## src/rtl/wallace_unsigned_multiplier_rca_4_pkg.sv

```systemverilog
// Shared widths for the 4x4 Wallace-tree multiplier.
package wallace_unsigned_multiplier_rca_4_pkg;

    // Operand width (A and B)
    localparam int unsigned OP_W   = 4;
    // Full product width
    localparam int unsigned PROD_W = 8;

endpackage : wallace_unsigned_multiplier_rca_4_pkg

```

## src/rtl/wallace_unsigned_multiplier_rca_4_full_adder.sv

```systemverilog
// One-bit full adder; also serves as a half adder with cin tied low.
module full_adder (
    input  logic a,
    input  logic b,
    input  logic cin,
    output logic sum,
    output logic cout
);

    // Sum and majority carry
    always_comb begin
        sum  = a ^ b ^ cin;
        cout = (a & b) | (a & cin) | (b & cin);
    end

endmodule : full_adder

```

## src/rtl/wallace_unsigned_multiplier_rca_4.sv

```systemverilog
// 4x4 unsigned multiplier: AND-array partial products, three-stage Wallace
// reduction to two rows, ripple-carry final adder, registered 8-bit product.
module wallace_unsigned_multiplier_rca_4
    import wallace_unsigned_multiplier_rca_4_pkg::*;
(
    input  logic              clk,
    input  logic              rst,
    input  logic [OP_W-1:0]   A,
    input  logic [OP_W-1:0]   B,
    output logic [PROD_W-1:0] product
);

    // pp[i][j] = A[j] & B[i], weight 2^(i+j)
    logic [OP_W-1:0] pp [OP_W];

    // Partial product generation
    always_comb begin
        for (int unsigned i = 0; i < OP_W; i++) begin
            for (int unsigned j = 0; j < OP_W; j++) begin
                pp[i][j] = A[j] & B[i];
            end
        end
    end

    // Column heights before reduction: 1,2,3,4,3,2,1 (columns 0..6).
    // Only columns taller than two bits are reduced in a stage, which takes
    // exactly three stages to bring every column down to at most two bits.

    // ---------------- Stage 1 ----------------
    logic s1_2, c1_3;   // column 2 FA
    logic s1_3, c1_4;   // column 3 FA (pp[3][0] passes through)
    logic s1_4, c1_5;   // column 4 FA

    full_adder u_s1_c2 (
        .a    (pp[0][2]),
        .b    (pp[1][1]),
        .cin  (pp[2][0]),
        .sum  (s1_2),
        .cout (c1_3)
    );

    full_adder u_s1_c3 (
        .a    (pp[0][3]),
        .b    (pp[1][2]),
        .cin  (pp[2][1]),
        .sum  (s1_3),
        .cout (c1_4)
    );

    full_adder u_s1_c4 (
        .a    (pp[1][3]),
        .b    (pp[2][2]),
        .cin  (pp[3][1]),
        .sum  (s1_4),
        .cout (c1_5)
    );

    // ---------------- Stage 2 ----------------
    // Heights now 1,2,1,3,2,3,1
    logic s2_3, c2_4;   // column 3 FA
    logic s2_5, c2_6;   // column 5 FA

    full_adder u_s2_c3 (
        .a    (s1_3),
        .b    (pp[3][0]),
        .cin  (c1_3),
        .sum  (s2_3),
        .cout (c2_4)
    );

    full_adder u_s2_c5 (
        .a    (pp[2][3]),
        .b    (pp[3][2]),
        .cin  (c1_5),
        .sum  (s2_5),
        .cout (c2_6)
    );

    // ---------------- Stage 3 ----------------
    // Heights now 1,2,1,1,3,1,2
    logic s3_4, c3_5;   // column 4 FA

    full_adder u_s3_c4 (
        .a    (s1_4),
        .b    (c1_4),
        .cin  (c2_4),
        .sum  (s3_4),
        .cout (c3_5)
    );

    // ---------------- Final two rows ----------------
    // Heights now 1,2,1,1,1,2,2,0
    logic [PROD_W-1:0] row_x;
    logic [PROD_W-1:0] row_y;

    // Pack the surviving bits into two addend rows
    always_comb begin
        row_x    = '0;
        row_y    = '0;
        row_x[0] = pp[0][0];
        row_x[1] = pp[0][1];
        row_y[1] = pp[1][0];
        row_x[2] = s1_2;
        row_x[3] = s2_3;
        row_x[4] = s3_4;
        row_x[5] = s2_5;
        row_y[5] = c3_5;
        row_x[6] = pp[3][3];
        row_y[6] = c2_6;
    end

    // ---------------- Ripple-carry adder ----------------
    logic [PROD_W-1:0] rca_sum;
    logic [PROD_W-1:0] rca_c;       // rca_c[k] = carry into column k
    logic              rca_cout_unused;  // never set: max product is 225

    assign rca_c[0] = 1'b0;

    full_adder u_rca0 (.a(row_x[0]), .b(row_y[0]), .cin(rca_c[0]), .sum(rca_sum[0]), .cout(rca_c[1]));
    full_adder u_rca1 (.a(row_x[1]), .b(row_y[1]), .cin(rca_c[1]), .sum(rca_sum[1]), .cout(rca_c[2]));
    full_adder u_rca2 (.a(row_x[2]), .b(row_y[2]), .cin(rca_c[2]), .sum(rca_sum[2]), .cout(rca_c[3]));
    full_adder u_rca3 (.a(row_x[3]), .b(row_y[3]), .cin(rca_c[3]), .sum(rca_sum[3]), .cout(rca_c[4]));
    full_adder u_rca4 (.a(row_x[4]), .b(row_y[4]), .cin(rca_c[4]), .sum(rca_sum[4]), .cout(rca_c[5]));
    full_adder u_rca5 (.a(row_x[5]), .b(row_y[5]), .cin(rca_c[5]), .sum(rca_sum[5]), .cout(rca_c[6]));
    full_adder u_rca6 (.a(row_x[6]), .b(row_y[6]), .cin(rca_c[6]), .sum(rca_sum[6]), .cout(rca_c[7]));
    full_adder u_rca7 (.a(row_x[7]), .b(row_y[7]), .cin(rca_c[7]), .sum(rca_sum[7]), .cout(rca_cout_unused));

    // ---------------- Output register ----------------
    logic [PROD_W-1:0] product_d;
    logic [PROD_W-1:0] product_q;

    assign product_d = rca_sum;

    // Capture the product each edge; async reset clears it immediately
    always_ff @(posedge clk or posedge rst) begin
        if (rst) begin
            product_q <= '0;
        end else begin
            product_q <= product_d;
        end
    end

    assign product = product_q;

endmodule : wallace_unsigned_multiplier_rca_4

```

## config.mk

```make
export PLATFORM = sky130hd
export DESIGN_NAME = wallace_unsigned_multiplier_rca_4
export DESIGN_NICKNAME = d
export VERILOG_FILES = /design/src/rtl/wallace_unsigned_multiplier_rca_4_pkg.sv /design/src/rtl/wallace_unsigned_multiplier_rca_4_full_adder.sv /design/src/rtl/wallace_unsigned_multiplier_rca_4.sv
export SDC_FILE = /design/constraint.sdc
export NUM_CORES = 1
export LEC_CHECK = 0
export CORE_AREA = 2 2 39 41
export CTS_BUF_LIST = sky130_fd_sc_hd__clkbuf_4 sky130_fd_sc_hd__clkbuf_8
export CTS_CLUSTER_DIAMETER = 40
export DETAILED_ROUTE_END_ITERATION = 12
export DIE_AREA = 0 0 41 43
export GPL_TIMING_DRIVEN = 0
export PLACE_DENSITY = 0.7
export SLEW_MARGIN = 20
export SYNTH_ARGS = -nofsm -noshare
export SYNTH_HDL_FRONTEND = slang
export SYNTH_SLANG_ARGS = --single-unit
```

## constraint.sdc

```tcl
create_clock -name clk -period 0.8 [get_ports clk]
set_input_delay 0.16 -clock clk [delete_from_list [all_inputs] [get_ports clk]]
set_output_delay 0.16 -clock clk [all_outputs]
set_load 0.05 [all_outputs]
```

# == Word-level counts from Yosys, hierarchy flattened ==
# Cells that the tools add are included.
# Widths: inputs -> output; s select.
# op_classes
n_bitwise,80
# op_table
operator,count
$and 1x1->1,44
$xor 1x1->1,20
$or 1x1->1,16
# totals
word_cells,81
regBits,8
inputBits,10
output_inout_bits,8

# == Depth between registers and ports, before layout ==
# logic_depth
depth_word,16
ltp_mapped,9
depth_no_buf,9

# == Hierarchy ==
# A second synthesis with hierarchy kept.
# hier_totals
hier_cells,40
hier_area_um2,588.1
# modules_own_cells
mod,area_each_um2,cells_per_inst,seq_area_each_um2,n_inst
wallace_unsigned_multiplier_rca_4,307.8,26,200.2,1
full_adder,20.0,1,0.0,14

# == Least setup slack after synthesis ==
# OpenSTA, ideal clock, no wires.
# synth_path
path_type,input to register
start,input port B[0]
end,"register product_q[6], in the netlist product[6]"
setup_slack_ps,-1937
setup_time_ps,135
path_buffers,0
t_required_ps,665
stages,8
arrival_ps,2601
path_cell_list,nand2_1 > fa_1 > fa_1 > inv_1 > fa_1 > ha_1 > fa_1 > fa_1
# synth_via
elab_chain_len,14
elab_cells_between_ends,39
classes_between,39 x bitwise
# synth_rtl
element,line,text
start: declaration,wallace_unsigned_multiplier_rca_4.sv:9,"input logic [OP_W-1:0] B,"
$and 1x1->1,wallace_unsigned_multiplier_rca_4.sv:20,pp[i][j] = A[j] & B[i];
$and 1x1->1,wallace_unsigned_multiplier_rca_4_full_adder.sv:13,cout = (a & b) | (a & cin) | (b & cin);
$or 1x1->1 (2 in series),wallace_unsigned_multiplier_rca_4_full_adder.sv:13,
$and 1x1->1,wallace_unsigned_multiplier_rca_4_full_adder.sv:13,
$or 1x1->1 (2 in series),wallace_unsigned_multiplier_rca_4_full_adder.sv:13,
$and 1x1->1,wallace_unsigned_multiplier_rca_4_full_adder.sv:13,
$or 1x1->1 (2 in series),wallace_unsigned_multiplier_rca_4_full_adder.sv:13,
$and 1x1->1,wallace_unsigned_multiplier_rca_4_full_adder.sv:13,
$or 1x1->1,wallace_unsigned_multiplier_rca_4_full_adder.sv:13,
$or 1x1->1 (*),wallace_unsigned_multiplier_rca_4_full_adder.sv:13,
$xor 1x1->1 (*),wallace_unsigned_multiplier_rca_4_full_adder.sv:12,sum = a ^ b ^ cin;
named net u_rca6.sum,wallace_unsigned_multiplier_rca_4_full_adder.sv:6,"output logic sum,"
end signal: assignment,wallace_unsigned_multiplier_rca_4.sv:139,product_q <= product_d;
end: declaration,wallace_unsigned_multiplier_rca_4.sv:130,logic [PROD_W-1:0] product_q;
# The timed path passes the listed nets; every way through them passes the cells marked *.

# == Final worst setup path ==
# layout_path
start,input port B[2]
end,"register product_q[6], in the netlist product[6]"
# layout_via
elab_chain_len,14
elab_cells_between_ends,51
classes_between,51 x bitwise
# layout_rtl
element,line
$and 1x1->1,wallace_unsigned_multiplier_rca_4.sv:20
$and 1x1->1,wallace_unsigned_multiplier_rca_4_full_adder.sv:13
$or 1x1->1 (2 in series),wallace_unsigned_multiplier_rca_4_full_adder.sv:13
$and 1x1->1,wallace_unsigned_multiplier_rca_4_full_adder.sv:13
$or 1x1->1 (2 in series),wallace_unsigned_multiplier_rca_4_full_adder.sv:13
$and 1x1->1,wallace_unsigned_multiplier_rca_4_full_adder.sv:13
$or 1x1->1 (2 in series),wallace_unsigned_multiplier_rca_4_full_adder.sv:13
$and 1x1->1,wallace_unsigned_multiplier_rca_4_full_adder.sv:13
$or 1x1->1 (2 in series),wallace_unsigned_multiplier_rca_4_full_adder.sv:13
$xor 1x1->1 (*),wallace_unsigned_multiplier_rca_4_full_adder.sv:12
named net u_rca6.sum,wallace_unsigned_multiplier_rca_4_full_adder.sv:6
# Marked as above.

==> impl_metrics.csv <==
group,metric,value,unit
final_layout,n_fill_cell,115,
clocking,cts_tree,"done",
clocking,cts_setup_buffers,0,
worst_setup_path,cp.required,0.98,ns
floorplanning,die_h,43,µm
final_layout,nets,88,
timing,rsz0062_at_grt,"true",
route,via_per_inst,4.45,
outcome,violations,"negative setup slack",
synth,synth_area,518,µm²
synth,netlist_instances,44,
synth,syn_nets,66,
timing,slew-limit-headroom,81.5,%
synth,yosys_warnings,0,
floorplanning,dieWidth,41,µm
final_layout,diodes,0,
global_route,grt_pass1_vias,372,
min_path,hold_path_depth,2,
run,max-cap-violations,0,
pwr,power_switching,0.583,mW
final_layout,syn2layout_area_growth,57.7,%
pwr,p_clk_share,18.9,%
route,detail-route-antenna-nets,0,
global_route,antenna_found_initial,0,
timing,hold_ws,0.130,ns
min_path,holdPathEnd,"product[0]",
synth,avgSynthCellArea,11.8,µm²
synth,ys_ff_latch,8,
clocking,cts.sinks,8,
pwr,seqPwrFrac,33.5,%
min_path,worstHoldStart,"A[0]",
clocking,numCtsBuffers,3,
floorplanning,initial_core_util,37.4,%
floorplanning,pin_count,18,
clocking,clk_pin_slew,0.05,ns
pwr,p_comb_share,47.6,%
final_layout,mostFrequentLayoutCells,"buf_6, dfrtp_1, nand2_1, and2_1, inv_1",
final_layout,final_common_cell,"buf_6",
worst_setup_path,worst_ep_arrival_time,2.64,ns
synth,synthSimpleGateAreaFrac,15.0,%
final_layout,fin_cells,80,
timing,timing.final.crit_period,2.46,ns
pwr,p_per_area,1860,mW/mm²
timing,finalSetupViolCount,14,
floorplanning,core,0.00138,mm²
final_layout,largest_reg_flops,8,
global_route,overflow,0,
timing,worst_slew_pin_slew,0.278,ns
pwr,internal_power,0.936,mW
global_route,grt.total_usage,11.4,%
synth,synth.area.mux_share,0,%
synth,synth_xor_area_share,0,%
route,routed_wirelength,822,µm
synth,synth_top_family_by_area,"adder cells",
worst_setup_path,start_kind,"primary input",
placement,dp_slack,-2.49,ns
final_layout,multi_input_comb_area,349,µm²
clocking,h-tree-depth,1,
floorplanning,num_rows,14,
synth,synth_compound_gate_area_share,0,%
final_layout,regArea,200,µm²
final_layout,drive_above_1_share,50.0,%
pwr,swShare,38.4,%
clocking,cts_root_buf,"clkbuf_4",
outcome,status,"finished with violations",
clocking,cts_hold_buf,0,
placement,dp.cells,77,
timing,hold_viol,0,
route,drc,0,
global_route,grt_max_degree,9,
route,dr.pass1.iters,2,
pwr,power.total,1.52,mW
final_layout,utilization,59.0,%
route,drt_iter0_drc,1,
placement,portBuffers,17,
worst_setup_path,crit_path_end_kind,"flip-flop",
pwr,peakVddDrop,609,µV
placement,place_congestion,0.691,
timing,fin_ws,-1.66,ns
timing,finalMaxSlewViolations,0,
worst_setup_path,path_class,"primary input to flip-flop",
synth,seq_area_frac_synth,38.6,%
synth,synth_fa_ha_area_share,40.6,%
pwr,total_leakage_power,0.392,nW
clocking,cts_buffer_depth,2,
placement,dp_hpwl,709,µm
route,num_vias,356,
min_path,hold_class,"primary input to flip-flop",
global_route,grt_first_pass_wirelength,1320,µm
route,wire_per_inst,10.3,µm
timing,fmax,406,MHz
worst_setup_path,cp_max_fo,4,
floorplanning,die_area,0.00176,mm²
timing,fin_crit_sh,308,%
synth,ys_types,6,
[metrics by stage]
stage	cell area (µm²)	setup TNS, ns
after floorplan	552	-7.05
after detailed placement	742	-15.57
after global routing	817	-7.73
after global placement	742	-15.43
final	817	-7.33
after CTS	802	-7.40
[cell families (layout without fill, tap and decap cells)]
| group | count (synthesis) | in the layout |
|---|---|---|
| simple gates | 16 | 16 |
| buf+inv | 8 | 28 |
| flops | 8 | 8 |
| fa+ha+maj | 12 | 12 |
[cell type report]
cell class | count | area share (%)
Multi-Input combinational cell | 28 | 42.7
Sequential cell | 8 | 24.5
Clock buffer | 3 | 2.76
Inverter | 8 | 3.68
Tap cell | 16 | 2.45
Timing Repair Buffer | 17 | 23.9
[critical path, cell delays in order]
cell	delay, ns
buf_12	0.09
nand2_8	0.04
fa_1	0.49
fa_2	0.35
inv_2	0.06
fa_1	0.41
ha_2	0.19
fa_2	0.33
fa_2	0.52
[how the worst max path moves through the flow]
stage | endpoint | cells past startpoint | start | slack [ns]
6_report | product[6] | 9 | B[2] | -1.66
5_1_grt | product[6] | 9 | B[0] | -1.71
4_1_cts | product[6] | 9 | A[1] | -1.67
3_5_place_dp | product[6] | 9 | B[2] | -2.49
3_3_place_gp | product[6] | 9 | A[1] | -2.47
2_1_floorplan | product[6] | 8 | A[1] | -1.76
[synthesized netlist by cell type, drive strengths merged]
| cell type | number | share of area (%) |
|---|---|---|
| fa | 8 | 31 |
| nand2 | 9 | 6.5 |
| ha | 4 | 9.7 |
| dfrtp | 8 | 39 |
| inv | 8 | 5.8 |
| and2 | 7 | 8.5 |
[per-layer routing]
metal,up-vias,global-route usage [%],routed length [µm]
li1,168,-,-
met1,171,8.90,286
met2,15,21.9,474
met3,2,1.57,41
met4,0,8.00,20
met5,-,0,0
[what timing repair did]
item	in CTS	in global routing
cloned	0	0
pin swaps	4	2
setup endpoints to repair	15	14
gates resized for setup	100	4
[power by group through the flow]
stage | sequential (mW) | clock (mW) | combinational (mW)
2_1_floorplan | 0.773 | 0 | 0.153
3_3_place_gp | 0.499 | 0 | 0.657
3_5_place_dp | 0.499 | 0 | 0.672
4_1_cts | 0.509 | 0.298 | 0.724
5_1_grt | 0.518 | 0.312 | 0.788
6_report | 0.509 | 0.287 | 0.723
No activity file was read; power rests on OpenSTA's default activity.
